[config.mk]
export PLATFORM = sky130hd
export DESIGN_NAME = spi_shift_engine
export DESIGN_NICKNAME = d
export VERILOG_FILES = /design/src/rtl/spi_pkg.sv /design/src/rtl/spi_clk_gen.sv /design/src/rtl/spi_shift_engine.sv
export SDC_FILE = /design/constraint.sdc
export NUM_CORES = 1
export LEC_CHECK = 0
export CELL_PAD_IN_SITES_DETAIL_PLACEMENT = 1
export CELL_PAD_IN_SITES_GLOBAL_PLACEMENT = 1
export CORE_MARGIN = 2
export CORE_UTILIZATION = 30
export DETAILED_ROUTE_END_ITERATION = 10
export PLACE_DENSITY = 0.71
export SYNTH_ARGS = -nofsm -noshare
export SYNTH_HDL_FRONTEND = slang
export SYNTH_SLANG_ARGS = --single-unit
[constraint.sdc]
create_clock -name clk_i -period 3 [get_ports clk_i]
set_clock_uncertainty 0.15 [all_clocks]
set_input_delay 0.3 -clock clk_i [delete_from_list [all_inputs] [get_ports clk_i]]
set_output_delay 0.3 -clock clk_i [all_outputs]
set_load 0.02 [all_outputs]
[src/rtl/spi_pkg.sv]
// Shared constants and types for the SPI register block and its shift engine.
package spi_pkg;

    localparam int unsigned MAX_BYTES  = 4;
    localparam int unsigned BYTE_CNT_W = 3;
    localparam int unsigned BIT_CNT_W  = 3;

    // Control/status register bit positions owned by the register block
    localparam int unsigned CS_CPOL_BIT = 15;
    localparam int unsigned CS_CPHA_BIT = 14;

    typedef enum logic [1:0] {
        StIdle  = 2'd0,
        StLoad  = 2'd1,
        StShift = 2'd2,
        StDone  = 2'd3
    } spi_state_e;

    function automatic logic bytes_legal(input logic [BYTE_CNT_W-1:0] n);
        return (n != '0) && (n <= BYTE_CNT_W'(MAX_BYTES));
    endfunction

endpackage

[src/rtl/spi_clk_gen.sv]
// SCLK divider: toggles SCLK every CLK_DIV cycles while running and flags each
// toggle as a leading or trailing edge relative to the idle level.
module spi_clk_gen #(
    parameter int unsigned CLK_DIV = 4
) (
    input  logic clk_i,
    input  logic rstn_i,
    input  logic run_i,
    input  logic cpol_i,
    output logic sclk_o,
    output logic lead_stb_o,
    output logic trail_stb_o
);

    logic [7:0] cnt_q;
    logic       sclk_q;
    logic       tc;

    assign tc          = run_i && (cnt_q == 8'(CLK_DIV - 1));
    assign lead_stb_o  = tc && (sclk_q == cpol_i);
    assign trail_stb_o = tc && (sclk_q != cpol_i);
    assign sclk_o      = sclk_q;

    always_ff @(posedge clk_i) begin
        if (!rstn_i) begin
            cnt_q  <= '0;
            sclk_q <= 1'b0;
        end else if (!run_i) begin
            cnt_q  <= '0;
            sclk_q <= cpol_i;
        end else if (tc) begin
            cnt_q  <= '0;
            sclk_q <= ~sclk_q;
        end else begin
            cnt_q <= cnt_q + 8'd1;
        end
    end

endmodule

[src/rtl/spi_shift_engine.sv]
// SPI shift engine: serialises the latched write word onto MOSI with CPOL/CPHA
// support and assembles MISO bytes into a 32-bit receive word with fill level.
module spi_shift_engine
    import spi_pkg::*;
#(
    parameter int unsigned CLK_DIV = 4
) (
    input  logic                  clk_i,
    input  logic                  rstn_i,
    input  logic                  enable_i,
    input  logic                  cpol_i,
    input  logic                  cpha_i,
    input  logic [31:0]           spi_write_data_i,
    input  logic [BYTE_CNT_W-1:0] spi_write_data_bytes_valid_i,
    input  logic                  reset_fill_level_i,
    input  logic                  spi_miso_i,
    output logic                  spi_mosi_o,
    output logic                  spi_clk_o,
    output logic [31:0]           spi_read_data_o,
    output logic [BYTE_CNT_W-1:0] spi_read_data_bytes_valid_o,
    output logic                  busy_o
);

    spi_state_e            state_q;
    logic                  en_q;
    logic [31:0]           tx_q;
    logic [BYTE_CNT_W-1:0] nbytes_q;
    logic [BYTE_CNT_W-1:0] byte_q;
    logic [BIT_CNT_W:0]    edge_q;
    logic                  cpol_q;
    logic                  cpha_q;
    logic                  mosi_q;
    logic [7:0]            rx_q;
    logic [31:0]           rdata_q;
    logic [BYTE_CNT_W-1:0] fill_q;

    logic       run;
    logic       cpol_sel;
    logic       lead_stb;
    logic       trail_stb;
    logic       edge_stb;
    logic       sample_stb;
    logic       shift_stb;
    logic       byte_done;
    logic       last_edge;
    logic [7:0] rx_next;

    assign run        = (state_q == StShift) && enable_i;
    assign cpol_sel   = (state_q == StIdle) ? cpol_i : cpol_q;
    assign edge_stb   = lead_stb || trail_stb;
    assign sample_stb = cpha_q ? trail_stb : lead_stb;
    assign shift_stb  = cpha_q ? lead_stb : trail_stb;
    assign rx_next    = {rx_q[6:0], spi_miso_i};
    // The 8th sample lands on edge 14 (CPHA=0) or edge 15 (CPHA=1) of the byte
    assign byte_done  = sample_stb && (edge_q == (cpha_q ? 4'd15 : 4'd14));
    assign last_edge  = edge_stb && (edge_q == 4'd15) && ((byte_q + 3'd1) == nbytes_q);

    spi_clk_gen #(
        .CLK_DIV(CLK_DIV)
    ) u_clk_gen (
        .clk_i      (clk_i),
        .rstn_i     (rstn_i),
        .run_i      (run),
        .cpol_i     (cpol_sel),
        .sclk_o     (spi_clk_o),
        .lead_stb_o (lead_stb),
        .trail_stb_o(trail_stb)
    );

    always_ff @(posedge clk_i) begin
        if (!rstn_i) begin
            state_q  <= StIdle;
            en_q     <= 1'b0;
            tx_q     <= '0;
            nbytes_q <= '0;
            byte_q   <= '0;
            edge_q   <= '0;
            cpol_q   <= 1'b0;
            cpha_q   <= 1'b0;
            mosi_q   <= 1'b0;
            rx_q     <= '0;
            rdata_q  <= '0;
            fill_q   <= '0;
        end else begin
            en_q <= enable_i;

            if (reset_fill_level_i) begin
                rdata_q <= byte_done ? {24'b0, rx_next} : 32'b0;
                fill_q  <= byte_done ? 3'd1 : 3'd0;
            end else if (byte_done) begin
                rdata_q <= {rdata_q[23:0], rx_next};
                if (fill_q != BYTE_CNT_W'(MAX_BYTES)) begin
                    fill_q <= fill_q + 3'd1;
                end
            end

            unique case (state_q)
                StIdle: begin
                    mosi_q <= 1'b0;
                    if (enable_i && !en_q && bytes_legal(spi_write_data_bytes_valid_i)) begin
                        tx_q     <= spi_write_data_i;
                        nbytes_q <= spi_write_data_bytes_valid_i;
                        cpol_q   <= cpol_i;
                        cpha_q   <= cpha_i;
                        mosi_q   <= spi_write_data_i[31];
                        byte_q   <= '0;
                        edge_q   <= '0;
                        rx_q     <= '0;
                        state_q  <= StLoad;
                    end
                end
                StLoad: begin
                    if (!enable_i) begin
                        mosi_q  <= 1'b0;
                        state_q <= StIdle;
                    end else begin
                        state_q <= StShift;
                    end
                end
                StShift: begin
                    if (!enable_i) begin
                        mosi_q  <= 1'b0;
                        state_q <= StIdle;
                    end else begin
                        if (sample_stb) begin
                            rx_q <= rx_next;
                        end
                        if (edge_stb) begin
                            edge_q <= edge_q + 4'd1;
                            if (edge_q == 4'd15) begin
                                byte_q <= byte_q + 3'd1;
                            end
                        end
                        if (last_edge) begin
                            state_q <= StDone;
                        end else if (shift_stb) begin
                            // CPHA=1 re-presents the current MSB; CPHA=0 moves to the next bit
                            mosi_q <= cpha_q ? tx_q[31] : tx_q[30];
                            tx_q   <= {tx_q[30:0], 1'b0};
                        end
                    end
                end
                StDone: begin
                    if (!enable_i) begin
                        mosi_q  <= 1'b0;
                        state_q <= StIdle;
                    end
                end
                default: state_q <= StIdle;
            endcase
        end
    end

    assign spi_mosi_o                  = mosi_q;
    assign spi_read_data_o             = rdata_q;
    assign spi_read_data_bytes_valid_o = fill_q;
    assign busy_o                      = (state_q == StLoad) || (state_q == StShift);

endmodule
# Word-level counts from Yosys, hierarchy flattened
# Index checks and enable logic that the tools add are counted.
# word_totals
ff_bits	99
latchBits	0
mem_bits_rw	0
mem_bits_ro	0
inputBits	42
out_inout_bits	38
elab_cells	117
mem_count	0
# classes
n_addsub	4
n_mul	0
div	0
magnitude_cmp	1
n_eq_ne	23
n_shift	0
mux	44
bitwise	3
n_reduce_logical	28
# op_table
cell	count
32-bit two-way mux	6
32-bit case mux with 2 select lines	1
3-bit two-way mux	7
7-bit two-way mux	3
2-bit inequality test, second input constant	8
7-bit case mux with 2 select lines	1
1-bit two-way mux	13
4-bit two-way mux	3
3-bit inequality test, second input constant	4
1-bit logical AND	10
2-bit two-way mux	5
5-bit AND reduction	2
8-bit by 1-bit adder with 8-bit output, second input constant	1
8-bit by 2-bit == test with 1-bit output, second input constant	1
8-bit two-way mux	1
2-bit case mux with 4 select lines	1
4-bit case mux with 2 select lines	1
4-bit AND reduction	2
3-bit by 1-bit adder with 3-bit output, second input constant	2
3-bit case mux with 2 select lines	1
3-bit AND reduction	2
2-bit nonzero test	3
4-bit by 1-bit adder with 4-bit output, second input constant	1
2-bit == test, second input constant	2
17 further kinds	22

# Logic depth before layout (Yosys ltp)
# depth
depth_word	10
ltp_mapped	10
depth_no_buf	7

# By module
# A second synthesis with hierarchy kept.
# hier_totals
cells_unflattened	533
area_unflattened_um2	4719.5
# by_module_without_submodules
mod	instances	cells_per_inst	area_per_inst_um2	seq_area_each_um2
spi_shift_engine	1	481	4262.8	1801.7
spi_clk_gen	1	52	456.7	180.2

# Least setup slack after synthesis
# Ideal clock, no wire load.
# synth_timing
kind	register to register
startpoint	register state_q[0]
endpoint	register tx_q[18]
setup_time_ns	0.074
arrival_time_ns	1.955
t_required_ns	2.776
slack_ns	0.820
stages_incl_launch_ff	10
path_buffers	2
period_less_slack_ns	2.180
path_cell_list	dfxtp_1 -> inv_1 -> ha_1 -> buf_6 -> mux2i_4 -> xor2_2 -> a31oi_1 -> clkbuf_1 -> o21ai_0 -> a31oi_1
# synth_via
elab_chain_cells	9
elab_cells_between_ends	20
classes_between	7 x eq/ne; 3 x mux; 10 x reduce/logical
# synth_lines
element	line	source
start: declaration	spi_shift_engine.sv:24	spi_state_e state_q;
start signal: assignment	spi_shift_engine.sv:72	state_q <= StIdle;
start signal: assignment	spi_shift_engine.sv:109	state_q <= StLoad;
start signal: assignment	spi_shift_engine.sv:115	state_q <= StIdle;
2-bit zero test / 2-bit == test (equally long branches)	spi_shift_engine.sv:49, spi_shift_engine.sv:97, spi_shift_engine.sv:48	
1-bit two-way mux / 1-bit logical AND (equally long branches)	spi_shift_engine.sv:49, spi_shift_engine.sv:48	
1-bit == test (tied with other cells)	spi_clk_gen.sv:20	assign lead_stb_o = tc && (sclk_q == cpol_i);
1-bit logical AND, on equally long branches	spi_clk_gen.sv:20, spi_clk_gen.sv:21	
1-bit logical OR	spi_shift_engine.sv:50	assign edge_stb = lead_stb || trail_stb;
1-bit logical AND (2 in a row)	spi_shift_engine.sv:56	assign last_edge = edge_stb && (edge_q == 4'd15) && ((byte_q + 3'd1) == nbytes_q);
2-bit inequality test (no line)	--	
5-bit AND reduction (no line)	--	
end signal: assignment	spi_shift_engine.sv:101	tx_q <= spi_write_data_i;
end signal: assignment	spi_shift_engine.sv:139	tx_q <= {tx_q[30:0], 1'b0};
end: declaration	spi_shift_engine.sv:26	logic [31:0] tx_q;
# Parallel ways exist; a longest one is shown, timed or not.
# A chain may end at the register's enable or synchronous reset.

# Worst setup path in the final report
# layout_timing
startpoint	register state_q[1]
endpoint	register tx_q[5]
# The elaborated chain is that of the path after synthesis.

==> results by group <==
Finish
  • Utilization after layout: 39.4%
  • Final instance area: 5660 um^2
  • Final Non-Filler Cells: 788
  • Ant. Diodes: 0
  • Synth-to-layout area growth: 29.7%
  • Fillers: 1,674
  • Final Net Count: 651
  • Share of cells above drive strength 1: 6.79%

Setup path
  • Critical path fanouts, max: 31
  • Crit-path slowest cell: ha_1
  • Critical path class: flip-flop to flip-flop
  • Largest stage delay on the critical path: 0.38 ns
  • Critical Path Source Type: flip-flop
  • Reg2reg setup slack: 0.42 ns
  • CP Capture Type: flip-flop
  • Delay-heaviest family, CP: buffers and inverters
  • CP cell instances: inv_1 > ha_1 > mux2i_4 > xor2_2 > and3_1 > buf_4 > nand3_1 > a31oi_1
  • Worst Path Required: 3.12 ns
  • CP Data Arrival Time: 2.71 ns
  • RR Endpoint: tx_q[5]$_SDFFE_PN0P_
  • Buffer and inverter count on the worst path: 2
  • Reg2reg start: state_q[1]$_SDFFE_PN0P_
  • Path depth of the worst reg2reg path: 8

Synthesis
  • Yosys warns: 0
  • Syn_nets: 586
  • Avg Cell Area, Syn: 8.16 um^2
  • Distinct cells, synth: 47
  • Synth top area cells: dfxtp_1 45%, nand3_1 7.9%, nand2_1 6.2%
  • Post-synth top cells: 99 x dfxtp_1, 72 x nand2_1, 69 x nand3_1
  • Synth area leader: dfxtp_1
  • Most frequent cell after synthesis: dfxtp_1
  • Post-synth EDFFs: 0
  • Share of the synthesized area in the top cell type: 45.4%
  • Post-Synthesis Cell Area: 4370 um^2
  • #FFs+latches synth: 99
  • Post-synthesis cell count: 535
  • Post-synth ARST share: 0%
  • Seq/Total Area, Yosys: 45.4%
  • Top FF cell, synth: dfxtp_1

Power and ir drop
  • P_leak: 1.84 nW
  • Power Dens Cells: 538 nW/um^2
  • P_int: 2.22 mW
  • Register share of total power: 46.2%
  • Worst IR Drop VDD: 0.338 mV
  • Psw: 0.825 mW
  • Combinational share of power: 15.3%
  • Switching share of power: 27.1%
  • Clk network pwr share: 38.5%

Timing
  • Fin. max-slew vios: 0
  • Minimum clock period: 2.58 ns
  • Setup-failing EPs final: 0
  • Unrepaired setup endpoints after global routing: false
  • Final period util: 86.1%
  • FMAX: 387 MHz
  • Relative slew margins: 57.6%
  • Fin Hold WS: 0.302 ns
  • Setup TNS: 0 ns
  • Slew @ Worst Pin: 0.635 ns
  • Final Hold Viols: 0

Die
  • I/O pins: 80
  • Full die area: 15,500 um^2
  • Starting Density: 30.4%
  • Die X: 125 um
  • Die Height: 125 um
  • Core region area: 14,400 um^2
  • # rows: 44

Global route
  • Grt met2 use: 27.0%
  • First-pass GRT wire length: 20.4 mm
  • Largest net degree at the start of global routing: 36
  • GR peak layer: met2
  • Vias in the first global route: 4,220
  • All-layer global routing usage: 15.7%
  • GR Util met1: 19.4%
  • Initial antenna violation count: 0
  • Total grt overflow: 0
  • Met3 Track Usage GR: 3.57%

Route
  • Initial DRC count: 192
  • Wire per inst: 15.3 um
  • Pre-Repair DR Iteration Count: 6
  • DRC viols: 0
  • DR vias/cell: 5.20
  • Final WL: 12.0 mm
  • ANT nets after route: 0
  • Routed vias: 4,101

Clock network
  • CTS tree: built
  • H-Tree Depth: 3
  • Clock root cell: clkbuf_16
  • Post-CTS Setup Inserts: 0
  • # hold bufs at CTS: 0
  • Worst-Skew Late Latency: 0.35 ns
  • Post_cts resized: 0
  • Maximum clock path buffer count: 2
  • Num CTS Buffers: 9
  • CTS sink count: 99
  • Clk slew on worst S/H paths: 0.07 ns

Placement
  • Post-DP HPWL: 8.45 mm
  • Placed Area: 5360 um^2
  • Gpl congestion: 0.809
  • # port buffers: 79
  • Placed cell count: 773

Min path
  • Hold EP: spi_read_data_o[30]$_SDFFE_PN0P_
  • Worst min path class: flip-flop to flip-flop
  • Worst Hold Path Cells: 2
  • Worst Hold Launch: spi_read_data_o[30]$_SDFFE_PN0P_

Job
  • Max cap viols: 0

Status
  • Status: finished clean
worst max-delay path by stage:
stage	slack [ns]	start	to	depth (start not counted)
floorplan	0.82	state_q[0]$_SDFFE_PN0P_	tx_q[18]$_SDFFE_PN0P_	9
global placement	0.51	state_q[1]$_SDFFE_PN0P_	tx_q[7]$_SDFFE_PN0P_	8
detailed placement	0.39	enable_i	tx_q[7]$_SDFFE_PN0P_	7
CTS	0.39	state_q[1]$_SDFFE_PN0P_	tx_q[5]$_SDFFE_PN0P_	8
global route	0.18	state_q[1]$_SDFFE_PN0P_	tx_q[23]$_SDFFE_PN0P_	8
finish	0.42	state_q[1]$_SDFFE_PN0P_	tx_q[5]$_SDFFE_PN0P_	8
cells in the final DEF (no fill, tap or decap), types with 2 or more instances in the layout:
master,count
buf_4,15
mux2i_1,7
nand2_1,72
clkinvlp_4,2
a211oi_1,3
or3_1,2
clkdlybuf4s50_1,79
inv_1,7
nand2b_1,4
nand3b_1,11
ha_1,9
nor3_1,5
nand4_1,3
and3_1,6
o21ai_0,46
and2_1,2
o31a_1,2
xnor2_1,7
clkbuf_16,9
a21oi_1,52
nor2_1,26
nand3_1,69
xor2_1,5
o21a_1,2
dfxtp_1,99
a31oi_1,32
state kept, by name, summed over array words and instances, names as in the netlist:
name and flops:
byte_q 3, cpha_q 1, cpol_q 1, edge_q 4, en_q 1, nbytes_q 3
rx_q 7, spi_mosi_o 1, spi_read_data_bytes_valid_o 3, spi_read_data_o 32, state_q 2, tx_q 32
u_clk_gen.cnt_q 8, u_clk_gen.sclk_o 1
routing by layer:
layer  wire length, um  part of all wire, %  vias to the layer above
met5                 0                    0                        -
met1              5510                   46                     1967
li1                  -                    -                     2021
met4               205                  1.7                        0
met3               544                  4.5                       18
met2              5780                   48                       95
power by group through the flow:
stage          logic [mW]  clock network (mW)  registers, mW
4_1_cts             0.473                1.21           1.41
5_1_grt             0.516                1.27           1.41
3_5_place_dp        0.470                   0           1.44
6_report            0.467                1.17           1.41
2_1_floorplan       0.308                   0           1.43
3_3_place_gp        0.453                   0           1.43
worst min-delay path: stages, from the launching register on:
cell and delay, ns:
dfxtp_1 0.31, nand2_1 0.05, a21oi_1 0.05
through the flow:
stage	setup slack (ns)	total power, mW
floorplan	0.820	1.74
global placement	0.507	1.89
detailed placement	0.393	1.91
CTS	0.392	3.09
global route	0.178	3.20
finish	0.416	3.05
final cells by class:
| class | count | area (um^2) | share of cell area, % |
|---|---|---|---|
| clock buffers | 9 | 225 | 3.98 |
| flip-flops and latches | 99 | 1980 | 35.0 |
| multi-input cells | 386 | 2190 | 38.7 |
| clock inverters | 6 | 73.8 | 1.30 |
| well taps | 184 | 230 | 4.07 |
| repair buffers | 95 | 923 | 16.3 |
| inverters | 9 | 33.8 | 0.597 |
cells by family after synthesis:
group	synth area share, %
multiplexers	2.12
flip-flops	45.4
AO/OA/AOI/OAI	18.8
XOR/XNOR	3.30
AND/OR/NAND/NOR	22.9
buffers and inverters	4.87
adder cells (fa/ha/maj)	2.58
Note: power is estimated with default switching activity, not from simulation.
